File: config.mk
export PLATFORM = sky130hd
export DESIGN_NAME = axi_periph_bridge
export DESIGN_NICKNAME = d
export VERILOG_FILES = /design/src/rtl/axi_periph_bridge_pkg.sv /design/src/rtl/axi_periph_bridge.sv
export SDC_FILE = /design/constraint.sdc
export NUM_CORES = 1
export LEC_CHECK = 0
export BUFFER_PORTS_ARGS = -buffer_cell sky130_fd_sc_hd__buf_2
export CORE_MARGIN = 2
export CORE_UTILIZATION = 41
export DETAILED_ROUTE_END_ITERATION = 8
export PLACE_DENSITY = 0.69
export SLEW_MARGIN = 30
export SYNTH_ARGS = -nofsm -noshare
export SYNTH_HDL_FRONTEND = slang
export SYNTH_SLANG_ARGS = --single-unit
File: constraint.sdc
create_clock -name clk_i -period 4.45 [get_ports clk_i]
set_input_delay 0.2225 -clock clk_i [delete_from_list [all_inputs] [get_ports clk_i]]
set_output_delay 0.2225 -clock clk_i [all_outputs]
set_load 0.02 [all_outputs]
File: src/rtl/axi_periph_bridge_pkg.sv
// Shared encodings and helpers for the AXI4-to-peripheral register bridge.
// AXI response/burst codes, FSM state codes and the per-beat address step.
package axi_periph_bridge_pkg;

  typedef enum logic [2:0] {
    StIdle,
    StWdata,
    StWreq,
    StBresp,
    StRreq,
    StRdata
  } state_e;

  // Which direction was granted last; drives round-robin on simultaneous AW/AR.
  typedef enum logic {
    LastRead,
    LastWrite
  } rr_e;

  localparam logic [1:0] RespOkay   = 2'b00;
  localparam logic [1:0] RespSlverr = 2'b10;
  localparam logic [1:0] RespDecerr = 2'b11;

  localparam logic [1:0] BurstFixed = 2'b00;
  localparam logic [1:0] BurstIncr  = 2'b01;
  localparam logic [1:0] BurstWrap  = 2'b10;

  function automatic logic [31:0] next_addr(input logic [31:0] addr, input logic [1:0] burst);
    return (burst == BurstFixed) ? addr : addr + 32'd4;
  endfunction

  function automatic logic burst_ok(input logic [1:0] burst);
    return (burst == BurstFixed) || (burst == BurstIncr);
  endfunction

endpackage

File: src/rtl/axi_periph_bridge.sv
// AXI4 slave turning each beat into one level-strobed peripheral register access.
// One transaction in flight; every peripheral access is bounded by a timeout.
module axi_periph_bridge
  import axi_periph_bridge_pkg::*;
#(
  parameter logic [31:0] PERIPH_BASE    = 32'h9000_0000,
  parameter logic [31:0] PERIPH_MASK    = 32'hF000_0000,
  parameter int unsigned TIMEOUT_CYCLES = 255
) (
  input  logic        clk_i,
  input  logic        rst_i,
  input  logic        axi_awvalid_i,
  output logic        axi_awready_o,
  input  logic [31:0] axi_awaddr_i,
  input  logic [3:0]  axi_awid_i,
  input  logic [7:0]  axi_awlen_i,
  input  logic [1:0]  axi_awburst_i,
  input  logic        axi_wvalid_i,
  output logic        axi_wready_o,
  input  logic [31:0] axi_wdata_i,
  input  logic [3:0]  axi_wstrb_i,
  input  logic        axi_wlast_i,
  output logic        axi_bvalid_o,
  input  logic        axi_bready_i,
  output logic [1:0]  axi_bresp_o,
  output logic [3:0]  axi_bid_o,
  input  logic        axi_arvalid_i,
  output logic        axi_arready_o,
  input  logic [31:0] axi_araddr_i,
  input  logic [3:0]  axi_arid_i,
  input  logic [7:0]  axi_arlen_i,
  input  logic [1:0]  axi_arburst_i,
  output logic        axi_rvalid_o,
  input  logic        axi_rready_i,
  output logic [31:0] axi_rdata_o,
  output logic [1:0]  axi_rresp_o,
  output logic [3:0]  axi_rid_o,
  output logic        axi_rlast_o,
  output logic [31:0] periph_addr_o,
  output logic [31:0] periph_wdata_o,
  output logic [3:0]  periph_wstrb_o,
  output logic        periph_rd_o,
  output logic        periph_wr_o,
  input  logic        periph_ack_i,
  input  logic        periph_error_i,
  input  logic [31:0] periph_rdata_i
);

  localparam logic [15:0] TimeoutLast = 16'(TIMEOUT_CYCLES - 1);

  state_e      state_q, state_d;
  rr_e         rr_last_q, rr_last_d;
  logic [31:0] addr_q, addr_d;
  logic [3:0]  id_q, id_d;
  logic [1:0]  burst_q, burst_d;
  logic [7:0]  beat_cnt_q, beat_cnt_d;
  logic        miss_q, miss_d;
  logic        bad_q, bad_d;
  logic        slverr_q, slverr_d;
  logic [31:0] wdata_q, wdata_d;
  logic [3:0]  wstrb_q, wstrb_d;
  logic [31:0] rdata_q, rdata_d;
  logic [1:0]  rresp_q, rresp_d;
  logic [15:0] tcnt_q, tcnt_d;

  logic        skip_access;
  logic        last_beat;
  logic        req_timeout;
  logic [1:0]  skip_resp;

  assign skip_access = miss_q | bad_q;
  assign last_beat   = (beat_cnt_q == 8'd0);
  assign skip_resp   = miss_q ? RespDecerr : RespSlverr;
  // An ack in the same cycle as expiry takes precedence over the timeout.
  assign req_timeout = (tcnt_q == TimeoutLast) && !periph_ack_i;

  always_ff @(posedge clk_i) begin
    if (!rst_i) begin
      state_q    <= StIdle;
      rr_last_q  <= LastRead;
      addr_q     <= '0;
      id_q       <= '0;
      burst_q    <= '0;
      beat_cnt_q <= '0;
      miss_q     <= 1'b0;
      bad_q      <= 1'b0;
      slverr_q   <= 1'b0;
      wdata_q    <= '0;
      wstrb_q    <= '0;
      rdata_q    <= '0;
      rresp_q    <= '0;
      tcnt_q     <= '0;
    end else begin
      state_q    <= state_d;
      rr_last_q  <= rr_last_d;
      addr_q     <= addr_d;
      id_q       <= id_d;
      burst_q    <= burst_d;
      beat_cnt_q <= beat_cnt_d;
      miss_q     <= miss_d;
      bad_q      <= bad_d;
      slverr_q   <= slverr_d;
      wdata_q    <= wdata_d;
      wstrb_q    <= wstrb_d;
      rdata_q    <= rdata_d;
      rresp_q    <= rresp_d;
      tcnt_q     <= tcnt_d;
    end
  end

  always_comb begin
    state_d       = state_q;
    rr_last_d     = rr_last_q;
    addr_d        = addr_q;
    id_d          = id_q;
    burst_d       = burst_q;
    beat_cnt_d    = beat_cnt_q;
    miss_d        = miss_q;
    bad_d         = bad_q;
    slverr_d      = slverr_q;
    wdata_d       = wdata_q;
    wstrb_d       = wstrb_q;
    rdata_d       = rdata_q;
    rresp_d       = rresp_q;
    tcnt_d        = '0;
    axi_awready_o = 1'b0;
    axi_arready_o = 1'b0;
    axi_wready_o  = 1'b0;
    axi_bvalid_o  = 1'b0;
    axi_rvalid_o  = 1'b0;
    periph_rd_o   = 1'b0;
    periph_wr_o   = 1'b0;

    case (state_q)
      StIdle: begin
        // At most one ready is high when both channels request.
        axi_awready_o = rst_i && !(axi_arvalid_i && (rr_last_q == LastWrite));
        axi_arready_o = rst_i && !(axi_awvalid_i && (rr_last_q == LastRead));
        if (axi_awvalid_i && axi_awready_o) begin
          addr_d     = axi_awaddr_i;
          id_d       = axi_awid_i;
          burst_d    = axi_awburst_i;
          beat_cnt_d = axi_awlen_i;
          miss_d     = (axi_awaddr_i & PERIPH_MASK) != PERIPH_BASE;
          bad_d      = !burst_ok(axi_awburst_i);
          slverr_d   = 1'b0;
          state_d    = StWdata;
        end else if (axi_arvalid_i && axi_arready_o) begin
          addr_d     = axi_araddr_i;
          id_d       = axi_arid_i;
          burst_d    = axi_arburst_i;
          beat_cnt_d = axi_arlen_i;
          miss_d     = (axi_araddr_i & PERIPH_MASK) != PERIPH_BASE;
          bad_d      = !burst_ok(axi_arburst_i);
          state_d    = StRreq;
        end
      end

      StWdata: begin
        axi_wready_o = 1'b1;
        if (axi_wvalid_i) begin
          wdata_d = axi_wdata_i;
          wstrb_d = axi_wstrb_i;
          if (axi_wlast_i != last_beat) slverr_d = 1'b1;
          if (!skip_access) begin
            state_d = StWreq;
          end else if (last_beat) begin
            state_d = StBresp;
          end else begin
            beat_cnt_d = beat_cnt_q - 8'd1;
          end
        end
      end

      StWreq: begin
        periph_wr_o = 1'b1;
        if (periph_ack_i || req_timeout) begin
          if (req_timeout || periph_error_i) slverr_d = 1'b1;
          if (last_beat) begin
            state_d = StBresp;
          end else begin
            beat_cnt_d = beat_cnt_q - 8'd1;
            addr_d     = next_addr(addr_q, burst_q);
            state_d    = StWdata;
          end
        end else begin
          tcnt_d = tcnt_q + 16'd1;
        end
      end

      StBresp: begin
        axi_bvalid_o = 1'b1;
        if (axi_bready_i) begin
          rr_last_d = LastWrite;
          state_d   = StIdle;
        end
      end

      StRreq: begin
        if (skip_access) begin
          rdata_d = '0;
          rresp_d = skip_resp;
          state_d = StRdata;
        end else begin
          periph_rd_o = 1'b1;
          if (periph_ack_i) begin
            rdata_d = periph_rdata_i;
            rresp_d = periph_error_i ? RespSlverr : RespOkay;
            state_d = StRdata;
          end else if (req_timeout) begin
            rdata_d = '0;
            rresp_d = RespSlverr;
            state_d = StRdata;
          end else begin
            tcnt_d = tcnt_q + 16'd1;
          end
        end
      end

      StRdata: begin
        axi_rvalid_o = 1'b1;
        if (axi_rready_i) begin
          if (last_beat) begin
            rr_last_d = LastRead;
            state_d   = StIdle;
          end else begin
            beat_cnt_d = beat_cnt_q - 8'd1;
            addr_d     = next_addr(addr_q, burst_q);
            state_d    = StRreq;
          end
        end
      end

      default: state_d = StIdle;
    endcase
  end

  // Worst response of the burst: DECERR over SLVERR over OKAY.
  always_comb begin
    if (miss_q) begin
      axi_bresp_o = RespDecerr;
    end else if (bad_q || slverr_q) begin
      axi_bresp_o = RespSlverr;
    end else begin
      axi_bresp_o = RespOkay;
    end
  end

  assign axi_bid_o      = id_q;
  assign axi_rid_o      = id_q;
  assign axi_rdata_o    = rdata_q;
  assign axi_rresp_o    = rresp_q;
  assign axi_rlast_o    = (state_q == StRdata) && last_beat;
  assign periph_addr_o  = addr_q;
  assign periph_wdata_o = wdata_q;
  assign periph_wstrb_o = wstrb_q;

endmodule
==> results.tsv, run 1 <==
stage	metric	value	unit
clock_network	CTS tree	built	
synthesis	EDFF count, synth	0	
clock_network	# clock sinks	139	
synthesis	Synth Area in Compound Gates	0.246	
sta	setup TNS	0	ps
grt	first-pass GRT wire length	37400	um
power	leakage	4.01	nW
synthesis	predominant post-synthesis flop cell	dfxtp_1	
synthesis	Cell Area, Synth	7250	um^2
worst_setup_path	worst-path fanout max	21	
die	Initial Util	0.419	
placement	HPWL reported at the end of detailed placement	17400	um
power	Seq pwr share	0.311	
sta	f_max	0.331	GHz
drt	vias per cell	5.64	
synthesis	Yosys reg bits	139	
placement	port buffer count	289	
worst_setup_path	Worst Reg-to-Reg Cells	6	
clock_network	CTS Hold Bufs	0	
min_path	hold path cells	3	
power	sw frac	0.425	
worst_setup_path	Setup crit start kind	register	
worst_setup_path	worst r2r src	state_q[2]$_SDFFE_PN0P_	
synthesis	adder-cell share of the synthesized area	0.00690	
flow_run	max-cap violations	0	
sta	worst-margin pin slew	885	ps
synthesis	Post-Syn Instances	922	
drt	DRT antenna net count	0	
min_path	hold endpoint	periph_wdata_o[2]$_SDFFE_PN0P_	
synthesis	Distinct cells, synth	77	
sta	RSZ-0062 raised after global routing	false	
power	sw power	2.37	mW
die	Die Ht	137	um
clock_network	Clock Latency Late Sink	420	ps
grt	antenna violations before repair	1	
drt	DRC viols	0	
cells_and_area	fin util	0.542	
cells_and_area	fin nets	1340	
placement	area of placed instances	8750	um^2
clock_network	Post-CTS Resized	0	
worst_setup_path	Crit. End Element	register	
worst_setup_path	Worst R2R End	periph_addr_o[26]$_SDFFE_PN0P_	
synthesis	Synth Area in Simple Gates	0.254	
cells_and_area	fraction of layout cells with a size suffix above 1	0.315	
grt	vias in the first global route	7201	
sta	Final Cycle Share	0.678	
grt	largest net degree at the start of global routing	63	
synthesis	Synthesized Nets	1096	
die	Die Footprint	18800	um^2
power	internal power	3.21	mW
synthesis	mux cell area share after synthesis	0.0364	
min_path	Hold Path Class	input pin to register	
run_status	status	complete, no violations	
drt	average routed wire per standard cell	17.3	um
clock_network	CTS root buffer	clkbuf_16	
cells_and_area	most frequent cells in the layout	buf_2 (289), nand2_1 (160), dfxtp_1 (139)	
power	Logic pwr share	0.419	
clock_network	total CTS buffers	17	
cells_and_area	most common cell after layout, fill and taps aside	buf_2	
worst_setup_path	reg-to-reg slack, setup	1430	ps
min_path	hold_sp	axi_wdata_i[2]	
synthesis	synth warn	0	
clock_network	CTS max path bufs	2	
placement	Routability Congestion	0.872	
die	Die W	137	um
power	maximum vdd drop	0.000303	V
power	Clk network pwr share	0.270	
worst_setup_path	Worst EP required	4770	ps
die	row cnt	48	
sta	Final Hold Viols	0	
drt	drt pass-1 iters	5	
sta	Setup-failing EPs final	0	
die	core area	17300	um^2
drt	drt total wl	24300	um
synthesis	largest family of logic cells by synthesized area	simple AND/OR/NAND/NOR gates	
synthesis	XOR/XNOR Fraction of Synth Area	0.0181	
power	Total Power	5.59	mW
sta	Fin Clk Skew	9.98	ps
power	Cell Pwr Density	596	nW/um^2
clock_network	number of post-CTS setup repair buffers	0	
grt	GRT Util Overall	0.252	
synthesis	Seq/Total Area, Yosys	0.384	
cells_and_area	diodes inserted	0	
synthesis	async set-reset flop share out of synthesis	0	
clock_network	Reg clk slew, reported paths	70	ps
clock_network	H-tree Lvls	4	
worst_setup_path	critical path type	register to register	
sta	relative slew slack	0.409	
grt	GR Overflow Total	0	
synthesis	Mapped Avg Cell Area	7.86	um^2
worst_setup_path	Worst EP arrival	3330	ps
drt	First DRT Iteration DRCs	684	
sta	crit path time final	3020	ps
cells_and_area	final instance area	9370	um^2
drt	Vias	7925	
sta	Final Max Tran Viols	0	
die	Boundary Pins	290	
worst_setup_path	Worst Setup SP	state_q[2]$_SDFFE_PN0P_	
cells_and_area	area delta synth->final	29.3	%
==> worst max path at each step <==
| stage | to | slack (ps) | depth (start not counted) |
|---|---|---|---|
| global route | periph_addr_o[26]$_SDFFE_PN0P_ | 1200 | 6 |
| detailed placement | periph_addr_o[14]$_SDFFE_PN0P_ | 1590 | 6 |
| finish | periph_addr_o[26]$_SDFFE_PN0P_ | 1430 | 6 |
| global placement | miss_q$_SDFFE_PN0P_ | 1600 | 6 |
| CTS | periph_addr_o[26]$_SDFFE_PN0P_ | 1580 | 6 |
| floorplan | periph_addr_o[2]$_SDFFE_PN0P_ | 2340 | 10 |
==> cells in the mapped netlist, drive strengths merged, types with 10 or more instances <==
cell type	count	area share
a311oi	10	0.012
nand3	55	0.038
nand2	162	0.084
o31ai	11	0.011
o21ai	21	0.014
a31oi	15	0.013
and3	14	0.012
and4	11	0.013
o32ai	12	0.017
dfxtp	139	0.38
a21oi	115	0.081
mux2i	14	0.019
xnor2	10	0.012
mux2	11	0.017
buf	24	0.021
nor3	20	0.014
nor2	64	0.034
clkbuf	51	0.026
and2	13	0.011
inv	14	0.0072
o22ai	10	0.0095
==> power by group through the flow <==
stage                     logic, mW  registers (mW)  clock network, mW
final                          2.34            1.74               1.51
after CTS                      2.33            1.73               1.53
after floorplan                1.58            1.84                  0
after detailed placement       2.32            1.75                  0
after global routing           2.56            1.78               1.59
after global placement         2.28            1.75                  0
==> worst max-delay path, cell delays in order, from the launching register on <==
cell	delay, ps
dfxtp_1	730
or3b_1	350
inv_2	90
a221oi_2	400
a211o_1	640
nand2_1	350
a32o_1	340
==> registers in the layout, indices dropped and copies added (netlist names) <==
register and cells:
axi_rdata_o 32, periph_addr_o 32, periph_wdata_o 32, tcnt_q 16, beat_cnt_q 8, axi_bid_o 4
periph_wstrb_o 4, state_q 3, axi_rresp_o 2, burst_q 2, bad_q 1, miss_q 1
rr_last_q 1, slverr_q 1
==> routing by layer <==
| metal | track usage | up-vias | wire [um] |
|---|---|---|---|
| met4 | 0.0968 | 2 | 669 |
| met2 | 0.379 | 337 | 11100 |
| li1 | - | 3858 | - |
| met1 | 0.342 | 3676 | 10600 |
| met5 | 0 | - | 13 |
| met3 | 0.0689 | 52 | 1950 |
==> stage by stage <==
step	hold WS [ps]	setup slack, ps	instances
global route	21.7	1200	1404
global placement	435	1600	1372
floorplan	319	2340	922
CTS	17.8	1580	1404
detailed placement	443	1590	1372
finish	31.2	1430	1404
==> kinds of logic (layout without fill, tap and decap cells) <==
kind of cell,Yosys count,count (layout)
simple gates,385,385
compound gates,265,265
flops,139,139
buf+inv,89,346
mux,25,25
xor+xnor,15,15
fa+ha+maj,4,4
==> area by class of cell <==
cell class / count / area (um^2)
multi-input combinational: 694 / 4100
tap: 225 / 282
clock buffer: 18 / 439
sequential: 139 / 2780
inverter: 14 / 53.8
clock inverter: 14 / 185
timing repair buffer: 300 / 1530
fill: 1703 / 7920
Power figures use the tool's default switching activity.
==> inputs of run 2 (changes only) <==
- ABC_AREA: unset -> 1
- clock period: 4.45 -> 2.8 ns (I/O delays scaled with it)
==> run 2 against run 1 <==
  * Worst setup slack got worse by 730 ps
  * Fmax rose by 44%
  * Total power rose by 80%
  * Core utilization rose by 2.3 points
  * Final cell count rose by 27%
  * Register-to-register slack got worse by 730 ps
  * Count of clock-buffer cells in the layout fell by 1
  * Flip-flop and latch count did not move
  * Hold slack got worse by 18 ps
  * Critical path type unchanged
==> results.tsv, run 2 <==
stage	metric	value	unit	change
synthesis	Synth top area share	0.371		-0.0126
cells_and_area	fraction of layout cells with a size suffix above 1	0.239		-0.0758
cells_and_area	non-filler cells, final	1779		+27%
die	Die W	139	um	+1.6%
cells_and_area	# fillers	1764		+3.6%
synthesis	Distinct cells, synth	38		-51%
worst_setup_path	Crit. End Element	register		
sta	Final Cycle Share	0.751		+0.0724
die	Die Footprint	19400	um^2	+3.3%
clock_network	Clock Latency Late Sink	430	ps	about the same
synthesis	Seq/Total Area, Yosys	0.371		-0.0126
cells_and_area	most frequent cells in the layout	nor2_1 (363), buf_2 (288), nand2_1 (264)		
drt	drt total wl	25100	um	+3.3%
placement	HPWL reported at the end of detailed placement	18000	um	+3.0%
clock_network	# clock sinks	139		unchanged
placement	Routability Congestion	0.934		+7.1%
synthesis	EDFF count, synth	0		unchanged
sta	RSZ-0062 raised after global routing	false		
synthesis	Synthesized Nets	1399		+28%
synthesis	Mapped Avg Cell Area	6.12	um^2	-22%
synthesis	Yosys reg bits	139		unchanged
clock_network	Post-CTS Resized	0		unchanged
drt	DRT antenna net count	0		unchanged
drt	Vias	8762		+11%
worst_setup_path	worst-path fanout max	60		+190%
worst_setup_path	Worst EP required	3120	ps	-1650 ps
sta	Final Hold Viols	0		unchanged
power	internal power	5.42	mW	+69%
flow_run	max-cap violations	0		unchanged
synthesis	largest family of logic cells by synthesized area	simple AND/OR/NAND/NOR gates		
grt	largest net degree at the start of global routing	71		+13%
synthesis	mux cell area share after synthesis	0.00134		-0.0351
grt	vias in the first global route	8417		+17%
die	Initial Util	0.417		-0.00184
cells_and_area	area delta synth->final	35.5	%	
synthesis	top-count cell post-synth	nor2_1		
synthesis	Post-synth top cells	nor2_1 (363), nand2_1 (264), dfxtp_1 (139), o21ai_0 (131), inv_1 (83)		
drt	First DRT Iteration DRCs	505		-26%
cells_and_area	final instance area	10200	um^2	+8.4%
min_path	Hold Path Class	input pin to register		
drt	vias per cell	4.93		-13%
placement	port buffer count	289		unchanged
sta	Setup-failing EPs final	0		unchanged
drt	average routed wire per standard cell	14.1	um	-18%
grt	first-pass GRT wire length	40500	um	+8.2%
synthesis	top cells by area, synth	dfxtp_1 (37%), nor2_1 (18%), nand2_1 (13%)		
cells_and_area	most common cell after layout, fill and taps aside	nor2_1		
placement	dpl cells	1696		+24%
clock_network	CTS root buffer	clkbuf_16		
power	leakage	5.09	nW	+27%
sta	Final WS setup	698	ps	-733 ps
run_status	status	complete, no violations		
synthesis	Post-Syn Instances	1225		+33%
worst_setup_path	Setup crit start kind	register		
power	sw frac	0.461		+0.0365
clock_network	CTS max path bufs	2		unchanged
synthesis	XOR/XNOR Fraction of Synth Area	0.0140		-0.00410
sta	crit path time final	2100	ps	-917 ps
clock_network	H-tree Lvls	4		unchanged
die	Die Ht	139	um	+1.6%
synthesis	Synth Area in Compound Gates	0.148		-0.0987
drt	drt pass-1 iters	6		+1
cells_and_area	fin nets	1710		+28%
sta	worst-margin pin slew	721	ps	-164 ps
drt	DRC viols	0		unchanged
die	core area	18000	um^2	+3.9%
clock_network	total CTS buffers	17		unchanged
power	Logic pwr share	0.464		+0.045
sta	Fin Clk Skew	9.14	ps	-0.839 ps
die	Boundary Pins	290		unchanged
clock_network	CTS tree	built		
sta	f_max	0.476	GHz	+44%
synthesis	async set-reset flop share out of synthesis	0		unchanged
sta	hold_ws	12.8	ps	-18.4 ps
grt	GRT Util Overall	0.256		+0.00368
synthesis	synth warn	0		unchanged
grt	GR Overflow Total	0		unchanged
worst_setup_path	Worst EP arrival	2420	ps	-910 ps
synthesis	adder-cell share of the synthesized area	0.00668		-0.000227
synthesis	Cell Area, Synth	7500	um^2	+3.4%
worst_setup_path	critical path type	register to register		
synthesis	Synth Area in Simple Gates	0.374		+0.120
power	Total Power	10.1	mW	+80%
power	Seq pwr share	0.305		-0.006
cells_and_area	fin util	0.565		+0.0235
placement	area of placed instances	9050	um^2	+3.5%
grt	antenna violations before repair	4		+3
power	Clk network pwr share	0.230		-0.040
placement	Post-Place Setup Slack	689	ps	-899 ps
power	Cell Pwr Density	991	nW/um^2	+66%
sta	setup TNS	0	ps	unchanged
synthesis	predominant post-synthesis flop cell	dfxtp_1		
die	row cnt	49		+2.1%
clock_network	Reg clk slew, reported paths	60	ps	about the same
sta	relative slew slack	0.519		+0.109
sta	Final Max Tran Viols	0		unchanged
synthesis	top cell type by total area after synthesis	dfxtp_1		
power	sw power	4.64	mW	+95%
power	maximum vdd drop	0.000543	V	+80%
-- run 2: power by group through the flow --
stage          logic (mW)  registers [mW]  clock network, mW
3_3_place_gp         4.53            3.08                  0
2_1_floorplan        2.82            3.53                  0
4_1_cts              4.68            3.06               2.35
5_1_grt              5.27            3.14               2.44
6_report             4.67            3.07               2.32
3_5_place_dp         4.60            3.09                  0
-- run 2: timing repair --
action	CTS	global route
buffers inserted	0	0
hold buffers	50	0
endpoints found under the hold margin	50	0
-- run 2: path summary, 6_finish.rpt --
kind                               from                        endpoint  slack [ps]  depth (start not counted)
max          beat_cnt_q[0]$_SDFFE_PN0P_  periph_addr_o[25]$_SDFFE_PN0P_         700                         10
max reg2reg  beat_cnt_q[0]$_SDFFE_PN0P_  periph_addr_o[25]$_SDFFE_PN0P_         700                         10
min                    axi_arburst_i[0]         burst_q[0]$_SDFFE_PN0P_          10                          3
min reg2reg       slverr_q$_SDFFE_PN0P_           slverr_q$_SDFFE_PN0P_         460                          2
-- run 2: layout make-up --
cell class	instances	area [um^2]	area share
diodes	1	2.50	0.000246
clock buffers	17	425	0.0419
clock inverters	15	174	0.0171
inverters	96	360	0.0355
multi-input cells	930	4080	0.402
flip-flops and latches	139	2780	0.274
well taps	229	287	0.0282
repair buffers	352	2050	0.202
-- run 2: worst max-delay path: stages, from the launching register on --
cell and delay (ps):
dfxtp_1 300, inv_1 110, ha_1 200, nand3_1 130, nor2_1 300, o21ai_1 110
nand4_2 90, buf_4 490, nand2_1 120, nand2_1 90, nor2_1 50
-- run 2: routing by layer --
layer / share of wire / vias to the layer above / GRT usage
li1: - / 4495 / -
met1: 0.41 / 3884 / 0.293
met2: 0.49 / 313 / 0.454
met3: 0.074 / 64 / 0.0726
met4: 0.029 / 6 / 0.0936
met5: 0.0016 / - / 0
-- run 2: cells by family (layout without fill, tap and decap cells) --
logic type               Yosys count  count (layout)
buffers and inverters            156             480
multiplexers                       1               1
flip-flops                       139             139
other                              0               1
XOR/XNOR                          12              12
AO/OA/AOI/OAI                    211             211
adder cells (fa/ha/maj)            4               4
AND/OR/NAND/NOR                  702             702
